## src/rtl/rst_sequencer_if.sv

```systemverilog
// Signal bundle between the reset sequencer (master) and the logic it holds in reset (slave).
// ready is a level that stays high while running; there is no valid/ready transfer on this bundle.
interface rst_sequencer_if #(
  parameter int CNT_W = 4
);
  logic             locked;
  logic             sys_reset;
  logic             sys_reset_n;
  logic             ready;
  logic [1:0]       state;
  logic [CNT_W-1:0] lock_loss_count;

  modport master (
    input  locked,
    output sys_reset,
    output sys_reset_n,
    output ready,
    output state,
    output lock_loss_count
  );

  modport slave (
    output locked,
    input  sys_reset,
    input  sys_reset_n,
    input  ready,
    input  state,
    input  lock_loss_count
  );
endinterface

```

## src/rtl/rst_sequencer.sv

```systemverilog
// Reset sequencer for the MMCM-generated clock domain: qualifies lock, holds reset for a
// settle time, then releases a synchronously-deasserted system reset; counts lock losses.
module rst_sequencer #(
  parameter int SYNC_STAGES        = 2,
  parameter int LOCK_STABLE_CYCLES = 16,
  parameter int HOLD_CYCLES        = 8,
  parameter int CNT_W              = 4
) (
  input  logic            clk,
  input  logic            reset_n,
  rst_sequencer_if.master bus
);

  localparam int MAX_CYCLES = (LOCK_STABLE_CYCLES > HOLD_CYCLES) ? LOCK_STABLE_CYCLES : HOLD_CYCLES;
  localparam int CW         = $clog2(MAX_CYCLES) + 1;
  localparam logic [CW-1:0] STABLE_LAST = CW'(LOCK_STABLE_CYCLES - 1);
  localparam logic [CW-1:0] HOLD_LAST   = CW'(HOLD_CYCLES - 1);

  typedef enum logic [1:0] {
    WAIT_LOCK = 2'd0,
    STABLE    = 2'd1,
    HOLD      = 2'd2,
    RUN       = 2'd3
  } state_t;

  logic [1:0]             rst_sync_q;
  logic                   rst_n_int;
  logic [SYNC_STAGES-1:0] lock_sync_q;
  logic                   locked_s;
  state_t                 state_q, state_d;
  logic [CW-1:0]          cnt_q, cnt_d;
  logic [CNT_W-1:0]       loss_q, loss_d;
  logic                   sys_reset_q, sys_reset_n_q;

  // Internal reset asserts with reset_n and releases two edges after it rises.
  always_ff @(posedge clk or negedge reset_n) begin
    if (!reset_n) rst_sync_q <= 2'b00;
    else          rst_sync_q <= {rst_sync_q[0], 1'b1};
  end

  assign rst_n_int = rst_sync_q[1];

  // Only consumer of the raw lock flag; it keeps sampling while the FSM is still held.
  always_ff @(posedge clk or negedge reset_n) begin
    if (!reset_n) lock_sync_q <= '0;
    else          lock_sync_q <= {lock_sync_q[SYNC_STAGES-2:0], bus.locked};
  end

  assign locked_s = lock_sync_q[SYNC_STAGES-1];

  always_ff @(posedge clk or negedge rst_n_int) begin
    if (!rst_n_int) begin
      state_q       <= WAIT_LOCK;
      cnt_q         <= '0;
      loss_q        <= '0;
      sys_reset_q   <= 1'b1;
      sys_reset_n_q <= 1'b0;
    end else begin
      state_q       <= state_d;
      cnt_q         <= cnt_d;
      loss_q        <= loss_d;
      sys_reset_q   <= (state_d != RUN);
      sys_reset_n_q <= (state_d == RUN);
    end
  end

  always_comb begin
    state_d = state_q;
    cnt_d   = cnt_q;
    loss_d  = loss_q;
    unique case (state_q)
      WAIT_LOCK: begin
        if (locked_s) begin
          state_d = STABLE;
          cnt_d   = '0;
        end
      end
      STABLE: begin
        if (!locked_s) begin
          state_d = WAIT_LOCK;
          cnt_d   = '0;
        end else if (cnt_q == STABLE_LAST) begin
          state_d = HOLD;
          cnt_d   = '0;
        end else begin
          cnt_d = cnt_q + CW'(1);
        end
      end
      HOLD: begin
        if (!locked_s) begin
          state_d = WAIT_LOCK;
          cnt_d   = '0;
        end else if (cnt_q == HOLD_LAST) begin
          state_d = RUN;
          cnt_d   = '0;
        end else begin
          cnt_d = cnt_q + CW'(1);
        end
      end
      RUN: begin
        if (!locked_s) begin
          state_d = WAIT_LOCK;
          cnt_d   = '0;
          if (loss_q != '1) loss_d = loss_q + CNT_W'(1);
        end
      end
      default: begin
        state_d = WAIT_LOCK;
        cnt_d   = '0;
      end
    endcase
  end

  assign bus.sys_reset       = sys_reset_q;
  assign bus.sys_reset_n     = sys_reset_n_q;
  assign bus.ready           = (state_q == RUN);
  assign bus.state           = state_q;
  assign bus.lock_loss_count = loss_q;

endmodule

```

## src/flat_wrapper.sv

```systemverilog
// flat-port wrapper written by rule: the top's interface ports become plain ports
module rst_sequencer_flat 
#(
  parameter int SYNC_STAGES        = 2,
  parameter int LOCK_STABLE_CYCLES = 16,
  parameter int HOLD_CYCLES        = 8,
  parameter int CNT_W              = 4
)
  (clk, reset_n, bus_locked, bus_sys_reset, bus_sys_reset_n, bus_ready, bus_state, bus_lock_loss_count);
  rst_sequencer_if #(.CNT_W(CNT_W)) bus_i ();
  input  logic clk;
  input  logic reset_n;
  input wire logic [$bits(bus_i.locked)-1:0] bus_locked;
  output wire logic [$bits(bus_i.sys_reset)-1:0] bus_sys_reset;
  output wire logic [$bits(bus_i.sys_reset_n)-1:0] bus_sys_reset_n;
  output wire logic [$bits(bus_i.ready)-1:0] bus_ready;
  output wire logic [$bits(bus_i.state)-1:0] bus_state;
  output wire logic [$bits(bus_i.lock_loss_count)-1:0] bus_lock_loss_count;
  assign bus_i.locked = bus_locked;
  assign bus_sys_reset = bus_i.sys_reset;
  assign bus_sys_reset_n = bus_i.sys_reset_n;
  assign bus_ready = bus_i.ready;
  assign bus_state = bus_i.state;
  assign bus_lock_loss_count = bus_i.lock_loss_count;
  rst_sequencer #(.SYNC_STAGES(SYNC_STAGES), .LOCK_STABLE_CYCLES(LOCK_STABLE_CYCLES), .HOLD_CYCLES(HOLD_CYCLES), .CNT_W(CNT_W)) u_core (.clk(clk), .reset_n(reset_n), .bus(bus_i));
endmodule
```

## config.mk

```make
export PLATFORM = sky130hd
export DESIGN_NAME = rst_sequencer_flat
export DESIGN_NICKNAME = d
export VERILOG_FILES = /design/src/rtl/rst_sequencer_if.sv /design/src/rtl/rst_sequencer.sv /design/src/flat_wrapper.sv
export SDC_FILE = /design/constraint.sdc
export NUM_CORES = 1
export LEC_CHECK = 0
export BUFFER_PORTS_ARGS = -buffer_cell sky130_fd_sc_hd__buf_2
export CORE_ASPECT_RATIO = 1.5
export CORE_UTILIZATION = 30
export DETAILED_ROUTE_END_ITERATION = 10
export HOLD_SLACK_MARGIN = 0.03
export PLACE_DENSITY = 0.55
export SLEW_MARGIN = 15
export SYNTH_ARGS = -nofsm -noshare
export SYNTH_HDL_FRONTEND = slang
export SYNTH_SLANG_ARGS = --single-unit
```

## constraint.sdc

```tcl
create_clock -name clk -period 1.8 [get_ports clk]
set_input_delay 0 -clock clk [delete_from_list [all_inputs] [get_ports clk]]
set_output_delay 0 -clock clk [all_outputs]
set_load 0.05 [all_outputs]
```

==> results of run 1 <==
## area by class of cell
type,count,area (um^2)
Multi-Input combinational cell,51,458
Timing Repair Buffer,17,105
Inverter,8,30.0
Clock inverter,1,5.00
Sequential cell,17,429
Tap cell,37,46.3
Clock buffer,3,41.3
Fill cell,268,1620
## kinds of logic after synthesis
| family | Yosys count | synth area share |
|---|---|---|
| other cells | 1 | 0.00426 |
| flops | 17 | 0.485 |
| simple gates | 18 | 0.117 |
| buf+inv | 9 | 0.0469 |
| xor+xnor | 3 | 0.0299 |
| fa+ha+maj | 9 | 0.128 |
| compound gates | 17 | 0.148 |
| mux | 3 | 0.0412 |
## routing by layer
layer,global-route usage,part of all wire,vias up
met1,0.141,0.39,306
met2,0.213,0.56,13
li1,-,-,310
met5,0,0,-
met4,0.0809,0.028,0
met3,0.0264,0.030,6
## power by group through the flow
stage,combinational (mW),sequential [mW],clock (mW)
after floorplan,0.172,0.495,0
after global placement,0.285,0.461,0
after detailed placement,0.290,0.463,0
after CTS,0.295,0.456,0.288
after global routing,0.360,0.457,0.303
final,0.330,0.453,0.279
## sequential cells by signal, indices dropped and copies added, names as in the netlist
register                    cells
u_core.rst_sync_q               2
u_core.bus.sys_reset            1
u_core.cnt_q                    5
u_core.lock_sync_q              2
u_core.bus.lock_loss_count      4
u_core.bus.sys_reset_n          1
u_core.bus.state                2
## placed cells by master (no fill, tap or decap), types with 3 or more instances in the layout
master / count
ha_2: 3
inv_1: 6
clkbuf_8: 3
nand3_1: 3
ha_1: 5
buf_2: 11
nand2_1: 5
buf_4: 4
dfrtp_1: 14
## per-stage QoR
step / instance area (um^2) / instances / hold WS (ns) / setup slack, ns / util
4_1_cts: 1080 / 133 / 0.0730 / 0.00115 / 0.396
3_3_place_gp: 1020 / 127 / -0.197 / 0.0558 / 0.372
6_report: 1110 / 134 / 0.0847 / 0.106 / 0.408
5_1_grt: 1110 / 134 / 0.0940 / 0.0111 / 0.408
3_5_place_dp: 1020 / 127 / -0.193 / 0.0229 / 0.372
2_1_floorplan: 903 / 77 / -0.296 / -0.0173 / -
## how the worst max path moves through the flow
| stage | from | endpoint | slack [ns] | depth (start not counted) |
|---|---|---|---|---|
| after floorplan | u_core.bus.state[0] | u_core.bus.lock_loss_count[1] | -0.02 | 4 |
| after global placement | u_core.cnt_q[0] | u_core.cnt_q[0] | 0.06 | 8 |
| after detailed placement | u_core.cnt_q[0] | u_core.cnt_q[3] | 0.02 | 8 |
| after CTS | u_core.cnt_q[0] | u_core.cnt_q[3] | 0.001 | 8 |
| after global routing | u_core.cnt_q[1] | u_core.cnt_q[3] | 0.01 | 8 |
| final | u_core.bus.state[0] | u_core.cnt_q[3] | 0.11 | 7 |
## what timing repair did
action                                 CTS  global route
buffers inserted                         0             1
gates resized for setup                  0             7
setup endpoints to repair                0             8
endpoints found under the hold margin    5             0
hold buffers                             2             0
## worst reg2reg max path: stages, from the launching register on
cell,delay [ns]
dfrtp_2,0.46
inv_2,0.09
ha_2,0.27
nand2_1,0.15
o32ai_2,0.10
buf_4,0.15
a21o_2,0.18
a22o_1,0.17
==> run summary, run 1 <==
Status: finished, final reports clean
CP bufs+invs: 2
Most frequent cell after synthesis: dfrtp_1
Width of the chip: 46.2 um
Critical path, cell by cell: inv_2 > ha_2 > nand2_1 > o32ai_2 > buf_4 > a21o_2 > a22o_1
Worst path arrival time: 1.83 ns
Crit path capture type: flop
TritonCTS clock tree: done
Minimum clock period: 1.69 ns
Mapped Nets: 89
CP Class: flop to flop
Sw frac: 0.342
Cell taking the most area after synthesis: dfrtp_1
Asr flop ratio synth: 1.00
Synth area leaders: dfrtp_1, ha_1, inv_1, dfstp_2, o31ai_1
Worst setup SP type: flop
Worst skew pair latency: 0.25 ns
Net switching power figure: 0.363 mW
Power Dens Cells: 953 nW/um^2
Hold crit path type: input pin to async pin
Lkg Pwr: 0.516 nW
Tcrit/Tclk final: 0.941
Crit-path max FO: 6
Area growth from synthesis to layout: 26.7%
Routed WL: 1650 um
Core area: 2730 um^2
Top Ports: 12
Die Footprint: 3160 um^2
Routed len/inst: 12.3 um
Clock sinks: 17
Standard-cell rows: 23
Ratio of cells with drive above 1 in the final layout: 0.381
RR Startpoint: u_core.bus.state[0]
Critical Path Max Stage Delay: 0.46 ns
Initial Utilization: 0.322
Clk root buf: clkbuf_8
Inserted Diodes: 0
Worst path slowest cell: dfrtp_2
Post-synth cell types: 32
Maximum root-to-sink buffer count: 2
Worst slew pin tran: 0.544 ns
R2r endpoint: u_core.cnt_q[3]
Top FF cell, synth: dfrtp_1
Fmax: 0.590 GHz
RSZ-0062 raised after global routing: false
Max_slew headroom: 0.637
Global-route wire length before repair: 2820 um
Pwr Total: 1.06 mW
Final HPWL DP: 1270 um
Pint: 0.699 mW
Final ANT Viol Nets: 0
Gpl congestion: 0.778
Final Hold Fails: 0
Total CTS buffers: 3
First-pass detailed-route iteration total: 4
Max-cap violations: 0
Maximum vdd drop: 0.664 mV
FF+latch count, synth: 17
CP top delay family: flip-flops
Largest net degree at the start of global routing: 14
# DRC: 0
Vias/cell: 4.74
WP data required: 1.94 ns
Die H: 68.3 um
Vias post-DR: 635
Syn Inst Count: 77
Initial antenna violation count: 0
Ys Warns: 0
Post-layout net count: 110
Seq/Total Area, Yosys: 0.485
Mean Syn Cell Area: 11.4 um^2
Finish-stage setup viols: 0
Yosys top cell area share: 0.455
Reg2reg setup slack: 0.11 ns
Clock power share: 0.263
EDFF count, synth: 0
Final Skew: 0.00523 ns
Mapped Area: 880 um^2
Worst-path clk slew: 0.07 ns
Vias in the first global route: 663
Iteration-0 DRC Markers: 13
Total number of H-tree levels: 1
Max Slew Vio Count: 0
Share of power burned in combinational logic: 0.311
Setup tns final: 0 ns
Post-synth top cells: dfrtp_1, ha_1, inv_1, nand2_1
Sequential power share: 0.426
Overall Global Routing Usage: 0.127
Congestion Overflow GR: 0
Port Buf Inserts: 11
Worst reg-to-reg path cell count: 7
Note: power is estimated with default switching activity, not from simulation.
==> inputs of run 2 (changes only) <==
--- a/config.mk
+++ b/config.mk
@@ -6,6 +6,7 @@
 export NUM_CORES = 1
 export LEC_CHECK = 0
 export BUFFER_PORTS_ARGS = -buffer_cell sky130_fd_sc_hd__buf_2
+export CAP_MARGIN = 25
 export CORE_ASPECT_RATIO = 1.5
 export CORE_UTILIZATION = 30
 export DETAILED_ROUTE_END_ITERATION = 10
==> constraint.sdc (replaced) <==
create_clock -name clk -period 2.1 [get_ports clk]
set_input_delay 0 -clock clk [delete_from_list [all_inputs] [get_ports clk]]
set_output_delay 0 -clock clk [all_outputs]
set_load 0.05 [all_outputs]
==> run 2 against run 1 <==
Against the previous run:
- design area fell by 5.8%
- power down 19%
- cell count shrank 3.0%
- routed wire length fell by 2.2%
- combinational power is 30% lower
- clock skew hardly changed
- largest cell class is now registers
- register-to-register slack better by 0.07 ns
- flip-flop and latch count is the same
- first-iteration DRC count rose by 23%
- critical path depth unchanged
- maximum frequency is 12% lower
==> run summary, run 2 (synthesis results as in run 1) <==
Status: finished, final reports clean
Max Slew Vio Count: 0
First-pass detailed-route iteration total: 4
WP data required: 2.29 ns
Worst path arrival time: 2.11 ns
Die Footprint: 3160 um^2
Initial antenna violation count: 0
Total number of H-tree levels: 1
Tcrit/Tclk final: 0.914
Finish-stage setup viols: 0
Standard-cell rows: 23
# DRC: 0
RSZ-0062 raised after global routing: false
Leading cell type in the layout, fill and taps excluded: dfrtp_1
Worst-path clk slew: 0.07 ns
Iteration-0 DRC Markers: 16
Area growth from synthesis to layout: 19.3%
Worst reg-to-reg path cell count: 7
Final HPWL DP: 1230 um
Final Skew: 0.00488 ns
Net switching power figure: 0.295 mW
Final core occ: 0.384
Worst slew pin tran: 0.552 ns
Routed len/inst: 12.4 um
Fmax: 0.521 GHz
Clock power share: 0.283
Total CTS buffers: 3
CP Class: flop to flop
Most numerous cell on the critical path: ha_1
Congestion Overflow GR: 0
Width of the chip: 46.2 um
Post-layout net count: 106
Clock sinks: 17
Worst path slowest cell: o32ai_1
Fillers: 269
Inserted Diodes: 0
Maximum root-to-sink buffer count: 2
Critical path, cell by cell: ha_1 > nand3_1 > inv_1 > ha_1 > o32ai_1 > a21o_2 > a22o_1
Final Hold Fails: 0
Clk root buf: clkbuf_8
Sequential power share: 0.451
Number of post-CTS setup repair buffers: 0
Pwr Total: 0.863 mW
Die H: 68.3 um
Core area: 2730 um^2
Vias/cell: 4.75
Number of flip-flops in the largest register: 5
Area post-placement: 983 um^2
Routed WL: 1610 um
Lkg Pwr: 0.496 nW
Pint: 0.569 mW
Crit path capture type: flop
Worst setup SP type: flop
Global-route wire length before repair: 2800 um
Critical Path Max Stage Delay: 0.52 ns
Share of power burned in combinational logic: 0.266
TritonCTS clock tree: done
Max_slew headroom: 0.629
Most flops, register: u_core.cnt_q
Final instance area: 1050 um^2
Max-cap violations: 0
Minimum clock period: 1.92 ns
Largest net degree at the start of global routing: 14
Setup tns final: 0 ns
Initial Utilization: 0.322
Overall Global Routing Usage: 0.126
Final ANT Viol Nets: 0
Vias post-DR: 617
Worst skew pair latency: 0.25 ns
Crit-path max FO: 4
Sw frac: 0.341
Vias in the first global route: 644
Maximum vdd drop: 0.404 mV
Port Buf Inserts: 11
Hold crit path type: input pin to async pin
Power Dens Cells: 823 nW/um^2
Top Ports: 12
Gpl congestion: 0.729
Most frequent cells in the layout: dfrtp_1, buf_2, inv_1, ha_1, nand2_1
Ratio of cells with drive above 1 in the final layout: 0.247
-- run 2: area by class of cell --
class / instances / area (um^2) / area share
Timing Repair Buffer: 13 / 75.1 / 0.0715
Sequential cell: 17 / 428 / 0.408
Tap cell: 37 / 46.3 / 0.0441
Inverter: 8 / 30.0 / 0.0286
Multi-Input combinational cell: 51 / 424 / 0.404
Clock inverter: 1 / 5.00 / 0.00477
Clock buffer: 3 / 41.3 / 0.0393
-- run 2: timing repair --
action / 4_1_cts / 5_1_grt
hold buffers: 2 / 0
hold endpoints to repair: 5 / 0
resized for setup: 0 / 0
-- run 2: worst paths after layout --
check / startpoint / to / slack (ns)
max: u_core.cnt_q[0] / u_core.cnt_q[3] / 0.18
min: reset_n / u_core.lock_sync_q[0] / 0.06
max reg2reg: u_core.cnt_q[0] / u_core.cnt_q[3] / 0.18
min reg2reg: u_core.rst_sync_q[1] / u_core.bus.lock_loss_count[1] / 0.22
max in group asynchronous: u_core.rst_sync_q[1] / u_core.bus.state[0] / 1.48
min in group clk: u_core.rst_sync_q[0] / u_core.rst_sync_q[1] / 0.36
-- run 2: power groups by stage --
stage	registers (mW)	logic (mW)	clock network (mW)
6_report	0.390	0.230	0.244
3_3_place_gp	0.395	0.217	0
3_5_place_dp	0.397	0.230	0
5_1_grt	0.396	0.260	0.262
4_1_cts	0.391	0.233	0.251
2_1_floorplan	0.423	0.145	0
-- run 2: per-stage QoR --
| step | std cells | hold WS (ns) | worst slack, ns |
|---|---|---|---|
| after detailed placement | 124 | -0.195 | 0.191 |
| after global routing | 130 | 0.0776 | 0.0251 |
| final | 130 | 0.0585 | 0.180 |
| after floorplan | 77 | -0.296 | 0.0192 |
| after CTS | 130 | 0.0605 | 0.173 |
| after global placement | 124 | -0.196 | 0.285 |
-- run 2: per-layer routing --
layer  part of all wire  up-vias  global-route usage  routed length, um
met5                  0        -                   0                  0
met4              0.022        0              0.0662                 36
met3              0.020        5              0.0237                 33
met2               0.54       11               0.224                875
met1               0.41      300               0.137                666
li1                   -      301                   -                  -
-- run 2: worst max-delay path: cells and delay by family (launching register included) --
family          cells  cell delay (ns)
compound gates      3             0.84
fa+ha+maj           2             0.45
buf+inv             1             0.06
flops               1             0.41
simple gates        1             0.11
